## src/rtl/jb_rf_protect_ctrl.sv

```systemverilog
// ---------------------------------------------------------------------------------------------
// jb_rf_protect_ctrl
//
// Multi-channel RF power protection engine for the PA lineup. Each channel receives one power
// sample per pwr_valid strobe. The engine provides two kinds of protection:
//   - Overdrive protection (ODP): a saturating sum is taken over a window of avg_per samples.
//     The channel trips if the completed window sum exceeds od_thresh.
//   - Slew-rate protection (SRP): the channel trips after slew_dur_limit consecutive samples
//     whose step |sample - prev| exceeds slew_limit.
// A channel's trips are latched by a per-channel ARMED/TRIPPED state machine. They are cleared
// by trip_clr. With AUTO_REARM set, an ODP trip also clears after a clean window.
//
// Ports
//   clk, rst_n        system clock, asynchronous active-low reset
//   pwr_valid         one new sample on every channel this cycle
//   pwr_data          channel i sample at [i*SAMPLE_W +: SAMPLE_W]
//   od_thresh         ODP threshold on the window sum
//   avg_per           samples per window (0 behaves as 1)
//   slew_limit        largest allowed step between consecutive samples
//   slew_dur_limit    consecutive violating samples needed to trip (0 behaves as 1)
//   disable_odp/srp   per-channel protection disables; these force the trip low
//   trip_clr          per-channel pulse clearing both latched trips
//   tssi              last completed window sum per channel
//   tssi_valid        one-cycle pulse per completed window
//   odp_trip/srp_trip latched trips
//   pa_sleep          odp_trip | srp_trip
// ---------------------------------------------------------------------------------------------
module jb_rf_protect_ctrl #(
   parameter int unsigned NUM_CH     = 4,
   parameter int unsigned SAMPLE_W   = 16,
   parameter int unsigned ACC_W      = 32,
   parameter int unsigned PER_W      = 21,
   parameter int unsigned DUR_W      = 16,
   parameter bit          AUTO_REARM = 1'b0
) (
   input  logic                         clk,
   input  logic                         rst_n,
   input  logic                         pwr_valid,
   input  logic [NUM_CH*SAMPLE_W-1:0]   pwr_data,
   input  logic [ACC_W-1:0]             od_thresh,
   input  logic [PER_W-1:0]             avg_per,
   input  logic [SAMPLE_W:0]            slew_limit,
   input  logic [DUR_W-1:0]             slew_dur_limit,
   input  logic [NUM_CH-1:0]            disable_odp,
   input  logic [NUM_CH-1:0]            disable_srp,
   input  logic [NUM_CH-1:0]            trip_clr,
   output logic [NUM_CH*ACC_W-1:0]      tssi,
   output logic                         tssi_valid,
   output logic [NUM_CH-1:0]            odp_trip,
   output logic [NUM_CH-1:0]            srp_trip,
   output logic [NUM_CH-1:0]            pa_sleep
);

   // The sum is wide enough for either operand, so a carry out is never lost before it saturates.
   localparam int unsigned      SUM_W    = ((ACC_W > SAMPLE_W) ? ACC_W : SAMPLE_W) + 1;
   localparam logic [ACC_W-1:0] ACC_ONES = '1;
   localparam logic [DUR_W:0]   DUR_ONE  = 1;

   typedef enum logic [0:0] {StArmed, StTripped} trip_state_e;

   // ------------------------------------------------------------------------------------------
   // Shared window counter
   // ------------------------------------------------------------------------------------------
   logic [PER_W-1:0] r_scnt;
   logic [PER_W-1:0] w_per_m1;
   logic             w_win_end;
   logic             r_tssi_valid;

   assign w_per_m1 = (avg_per == '0) ? '0 : avg_per - 1'b1;
   // The >= compare ends the window on the next sample when avg_per is lowered mid-window.
   assign w_win_end = pwr_valid && (r_scnt >= w_per_m1);

   always_ff @(posedge clk or negedge rst_n) begin
      if (!rst_n) begin
         r_scnt       <= '0;
         r_tssi_valid <= 1'b0;
      end else begin
         r_tssi_valid <= w_win_end;
         if (pwr_valid) begin
            r_scnt <= w_win_end ? '0 : r_scnt + 1'b1;
         end
      end
   end

   assign tssi_valid = r_tssi_valid;

   // ------------------------------------------------------------------------------------------
   // Per-channel datapath and trip state machine
   // ------------------------------------------------------------------------------------------
   for (genvar i = 0; i < NUM_CH; i++) begin : g_ch
      logic [SAMPLE_W-1:0] w_sample;
      logic [SUM_W-1:0]    w_sum_raw;
      logic [ACC_W-1:0]    w_sum;
      logic [SAMPLE_W:0]   w_diff;
      logic [DUR_W:0]      w_cnt_inc;
      logic [DUR_W:0]      w_dur_min;
      logic                w_viol;
      logic                w_odp_set;
      logic                w_srp_set;
      logic                w_rearm;

      logic [ACC_W-1:0]    r_acc;
      logic [ACC_W-1:0]    r_tssi;
      logic [SAMPLE_W-1:0] r_prev;
      logic                r_prev_ok;
      logic [DUR_W-1:0]    r_viol_cnt;
      logic [DUR_W-1:0]    w_viol_cnt_nxt;
      logic                r_odp;
      logic                r_srp;
      logic                w_odp_nxt;
      logic                w_srp_nxt;
      trip_state_e         r_state;
      trip_state_e         w_state_nxt;

      assign w_sample  = pwr_data[i*SAMPLE_W +: SAMPLE_W];
      assign w_sum_raw = SUM_W'(r_acc) + SUM_W'(w_sample);
      assign w_sum     = (w_sum_raw > SUM_W'(ACC_ONES)) ? ACC_ONES : w_sum_raw[ACC_W-1:0];

      assign w_diff = (w_sample >= r_prev) ? ({1'b0, w_sample} - {1'b0, r_prev})
                                           : ({1'b0, r_prev} - {1'b0, w_sample});

      // The first sample after reset has no predecessor, so it is never a violation.
      assign w_viol    = pwr_valid && r_prev_ok && !disable_srp[i] && (w_diff > slew_limit);
      assign w_cnt_inc = {1'b0, r_viol_cnt} + 1'b1;
      assign w_dur_min = (slew_dur_limit == '0) ? DUR_ONE : {1'b0, slew_dur_limit};
      assign w_srp_set = w_viol && (w_cnt_inc >= w_dur_min);

      assign w_odp_set = w_win_end && (w_sum > od_thresh) && !disable_odp[i];
      // Auto-rearm only clears ODP, and never while the channel also holds a slew trip.
      assign w_rearm   = AUTO_REARM && w_win_end && (w_sum <= od_thresh) && !w_viol && !r_srp;

      always_comb begin
         w_viol_cnt_nxt = r_viol_cnt;
         if (disable_srp[i]) begin
            w_viol_cnt_nxt = '0;
         end else if (pwr_valid) begin
            if (!w_viol) begin
               w_viol_cnt_nxt = '0;
            end else if (!(&r_viol_cnt)) begin
               w_viol_cnt_nxt = r_viol_cnt + 1'b1;
            end
         end
      end

      always_comb begin
         w_state_nxt = r_state;
         w_odp_nxt   = r_odp;
         w_srp_nxt   = r_srp;
         unique case (r_state)
            StArmed: begin
               w_odp_nxt = r_odp;
            end
            StTripped: begin
               if (trip_clr[i]) begin
                  w_odp_nxt = 1'b0;
                  w_srp_nxt = 1'b0;
               end else if (w_rearm) begin
                  w_odp_nxt = 1'b0;
               end
            end
            default: begin
               w_odp_nxt = 1'b0;
               w_srp_nxt = 1'b0;
            end
         endcase
         // A set in the same cycle as a clear wins. Disables override everything.
         if (w_odp_set) w_odp_nxt = 1'b1;
         if (w_srp_set) w_srp_nxt = 1'b1;
         if (disable_odp[i]) w_odp_nxt = 1'b0;
         if (disable_srp[i]) w_srp_nxt = 1'b0;
         w_state_nxt = (w_odp_nxt || w_srp_nxt) ? StTripped : StArmed;
      end

      always_ff @(posedge clk or negedge rst_n) begin
         if (!rst_n) begin
            r_acc      <= '0;
            r_tssi     <= '0;
            r_prev     <= '0;
            r_prev_ok  <= 1'b0;
            r_viol_cnt <= '0;
            r_odp      <= 1'b0;
            r_srp      <= 1'b0;
            r_state    <= StArmed;
         end else begin
            r_viol_cnt <= w_viol_cnt_nxt;
            r_odp      <= w_odp_nxt;
            r_srp      <= w_srp_nxt;
            r_state    <= w_state_nxt;
            if (pwr_valid) begin
               r_prev    <= w_sample;
               r_prev_ok <= 1'b1;
               if (w_win_end) begin
                  r_tssi <= w_sum;
                  r_acc  <= '0;
               end else begin
                  r_acc  <= w_sum;
               end
            end
         end
      end

      assign tssi[i*ACC_W +: ACC_W] = r_tssi;
      assign odp_trip[i]            = r_odp;
      assign srp_trip[i]            = r_srp;
      assign pa_sleep[i]            = r_odp | r_srp;
   end

endmodule
```

## config.mk

```make
export PLATFORM = sky130hd
export DESIGN_NAME = jb_rf_protect_ctrl
export DESIGN_NICKNAME = d
export VERILOG_FILES = /design/src/rtl/jb_rf_protect_ctrl.sv
export SDC_FILE = /design/constraint.sdc
export NUM_CORES = 2
export LEC_CHECK = 0
export ABC_AREA = 1
export BUFFER_PORTS_ARGS = -buffer_cell sky130_fd_sc_hd__buf_2
export CORE_MARGIN = 5
export CORE_UTILIZATION = 39
export CTS_CLUSTER_DIAMETER = 40
export DETAILED_ROUTE_END_ITERATION = 7
export PLACE_DENSITY = 0.61
export SETUP_SLACK_MARGIN = 0.15
export SLEW_MARGIN = 20
export SYNTH_ARGS = -nofsm -noshare
export SYNTH_HDL_FRONTEND = slang
export SYNTH_SLANG_ARGS = --single-unit
```

## constraint.sdc

```tcl
create_clock -name clk -period 7.8 [get_ports clk]
set_input_delay 1.17 -clock clk [delete_from_list [all_inputs] [get_ports clk]]
set_output_delay 1.17 -clock clk [all_outputs]
set_load 0.1 [all_outputs]
```

==> results by group <==
Status
  • Status: complete, no violations

Critical path
  • WS Path Type: primary input to register
  • Slowest cell on crit path: inv_6
  • CP startpoint kind: primary input
  • CP Max Fanout: 100
  • Worst EP required: 8.36 ns
  • Max incr delay on CP: 0.69 ns
  • Crit-path cells: buf_2 > inv_1 > ha_1 > nand2_1 > nor2_2 > inv_1 > nor3_2 > inv_1 > nor4_1 > or2_2 > nand3_1 > ha_1 > nand2_1 > nor2_1 > nand2_1 > nor2_1 > o21ai_1 > nand4_2 > nand2_4 > inv_6 > buf_4 > nor2_1 > a31oi_1
  • Buf+Inv Stages, Crit Path: 6
  • CP Capture Type: register
  • Critical path's top delay family: simple AND/OR/NAND/NOR gates
  • Arrival time at the worst endpoint: 5.80 ns

CTS
  • TritonCTS buffer count: 93
  • CTS tree: done
  • Clock root buffer: clkbuf_16
  • Post-cts resize count: 0
  • Clk sinks: 419
  • # Post-CTS Setup Buffers: 0
  • Insertion delay of the later-clocked pin in the worst-skew pair: 0.68 ns
  • CTS Buffer Depth: 3
  • Clock-pin transition on the worst setup and hold timing paths: 0.05 ns
  • Hold-fix buffers, CTS: 0
  • H-tree Lvls: 3

Floorplanning
  • Die area: 0.105 mm^2
  • Initial Util: 39.3%
  • Placeable core area: 0.0984 mm^2
  • I/O pins: 306
  • Row cnt: 115
  • Die Span Y: 325 um
  • Die width: 325 um

GRT
  • Initial antenna violation count: 16
  • GRT Util Overall: 24.8%
  • Largest net degree at the start of global routing: 119
  • First-pass GRT wire length: 209000 um
  • Total grt overflow: 0
  • Number of global-route vias before repair: 36200

Timing
  • Max Freq: 191 MHz
  • Unrepaired setup endpoints after global routing: false
  • WHS: 0.466 ns
  • Final Slew Violations: 0
  • Setup-failing EPs final: 0
  • Worst-Margin Slew: 1.08 ns
  • Final Skew: 0.0369 ns
  • Setup TNS: 0 ns
  • Period minus WS final: 5.24 ns
  • Fin crit share: 67.2%
  • Final hold vios: 0
  • Fin worst setup slack: 2.56 ns
  • Slew HR: 27.8%

Power and ir drop
  • Power, Total: 13.1 mW
  • Leak: 24.6 nW
  • P per Cell Area: 293 mW/mm^2
  • VDD IR-drop max: 183 uV

Layout
  • Area grow syn2layout: 15.2%
  • Filler Cell Count: 10200
  • Area of the multi-input gates: 0.0244 mm^2
  • Nets: 6608
  • Share of layout cells above drive strength 1: 9.87%
  • Sequential Area: 0.0105 mm^2
  • Fin area: 0.0445 mm^2

Yosys
  • Ys Warns: 0
  • Synth Cell Area: 0.0386 mm^2
  • Yosys top cell by area: dfrtp_1
  • Gate Count Post-Synth: 5673
  • Sequential element share of the synthesized area: 27.1%
  • Seq cells post-synth: 419
  • Area share of the largest cell type after synthesis: 27.1%
  • Cell with the most instances after synthesis: nand2_1
  • EDFF count, synth: 0
  • Distinct cells, synth: 61
  • Synth top area cells: dfrtp_1 (27%), nand2_1 (17%), ha_1 (16%), inv_1 (7.5%), nor2_1 (4.6%)
  • Synth cell count leaders: nand2_1 (1741), inv_1 (775), ha_1 (479), nor2_1 (471), dfrtp_1 (419)
  • Post-synth ARST share: 100%
  • Top_reg_cell synth: dfrtp_1
  • Post-synth net total: 6329
  • Syn Area/Cell: 6.81 um^2

Run
  • Max_cap viols: 0

Min path
  • HP Class: register to register

Route
  • DRT Wirelength: 135000 um
  • Vias: 37800
  • Drt pass-1 iters: 7
  • Drt via density: 5.16
  • DRC: 0
  • Number of routed nets with antenna violations: 0
  • Average wire per standard cell: 18.4 um
  • Initial DRC count: 3140

Placement
  • DP HPWL: 107000 um
  • Worst slack, placed: 1.89 ns
  • DP Area: 0.0412 mm^2
  • GP Congestion: 1.01
  • I/O Buffers: 305
==> metal layers <==
metal,GRT usage [%],wire [um]
met1,33.9,61500
met2,39.0,58900
met3,5.35,10000
met4,8.57,4570
met5,0,48
==> layout make-up <==
cell class | count | share of cell area, %
Multi-Input combinational cell | 4329 | 54.9
Sequential cell | 419 | 23.6
Inverter | 790 | 6.68
Clock buffer | 108 | 5.56
Timing Repair Buffer | 319 | 3.75
Tap cell | 1287 | 3.62
Clock inverter | 66 | 1.89
Antenna cell | 7 | 0.0394
==> power breakdown <==
part           total, mW  switching, mW  internal [mW]
Combinational       6.06           4.19           1.87
Sequential          2.85          0.308           2.54
Clock               4.14           1.48           2.66
Total               13.1           5.98           7.07
==> logic make-up (layout without fill, tap and decap cells) <==
logic type	Yosys count	in the layout	synth area share, %
AND/OR/NAND/NOR	2751	2751	29.8
buffers and inverters	925	1283	9.64
AO/OA/AOI/OAI	877	877	12.6
adder cells (fa/ha/maj)	491	491	16.1
flip-flops	419	419	27.1
XOR/XNOR	210	210	4.76
other	0	7	0
==> stage by stage <==
stage	instances	utilization, %
2_1_floorplan	5673	-
3_3_place_gp	7144	41.8
3_5_place_dp	7144	41.8
4_1_cts	7318	45.2
5_1_grt	7322	45.2
6_report	7325	45.2
==> final timing paths <==
check / start / to / slack (ns) / cells after the start
max in group asynchronous: rst_n / g_ch[3].r_tssi[21] / 5.87 / 2
worst max register to register: g_ch[2].r_acc[0] / g_ch[2].r_state / 3.03 / 21
worst min-delay path: g_ch[3].r_prev_ok / g_ch[3].r_prev_ok / 0.47 / 1
worst max-delay path: avg_per[0] / g_ch[2].r_tssi[26] / 2.56 / 23
min in group asynchronous: rst_n / g_ch[1].r_prev[2] / 0.58 / 1
worst min register to register: g_ch[3].r_prev_ok / g_ch[3].r_prev_ok / 0.47 / 1
==> placed cells by master, fill, tap and decap left out, types with 60 or more instances in the layout <==
| master | synthesis | final |
|---|---|---|
| a21oi_1 | 336 | 336 |
| a31oi_1 | 60 | 60 |
| buf_2 | 61 | 303 |
| clkbuf_16 | 0 | 93 |
| dfrtp_1 | 419 | 419 |
| ha_1 | 479 | 479 |
| inv_1 | 775 | 775 |
| nand2_1 | 1741 | 1741 |
| nand3_1 | 236 | 236 |
| nand4_1 | 87 | 87 |
| nor2_1 | 471 | 471 |
| nor3_1 | 69 | 69 |
| o21ai_0 | 335 | 335 |
| xor2_1 | 156 | 156 |
==> flip-flops by register name (all words and copies together) (netlist names) <==
| register | cells |
|---|---|
| tssi_valid | 1 |
| g_ch.r_state | 4 |
| g_ch.r_prev_ok | 1 |
| g_ch.r_viol_cnt | 64 |
| g_ch.r_prev | 64 |
| g_ch.r_tssi | 128 |
| g_ch.r_acc | 128 |
| r_scnt | 21 |
| g_ch.r_srp | 4 |
| g_ch.r_odp | 4 |
No activity file was read; power rests on OpenSTA's default activity.
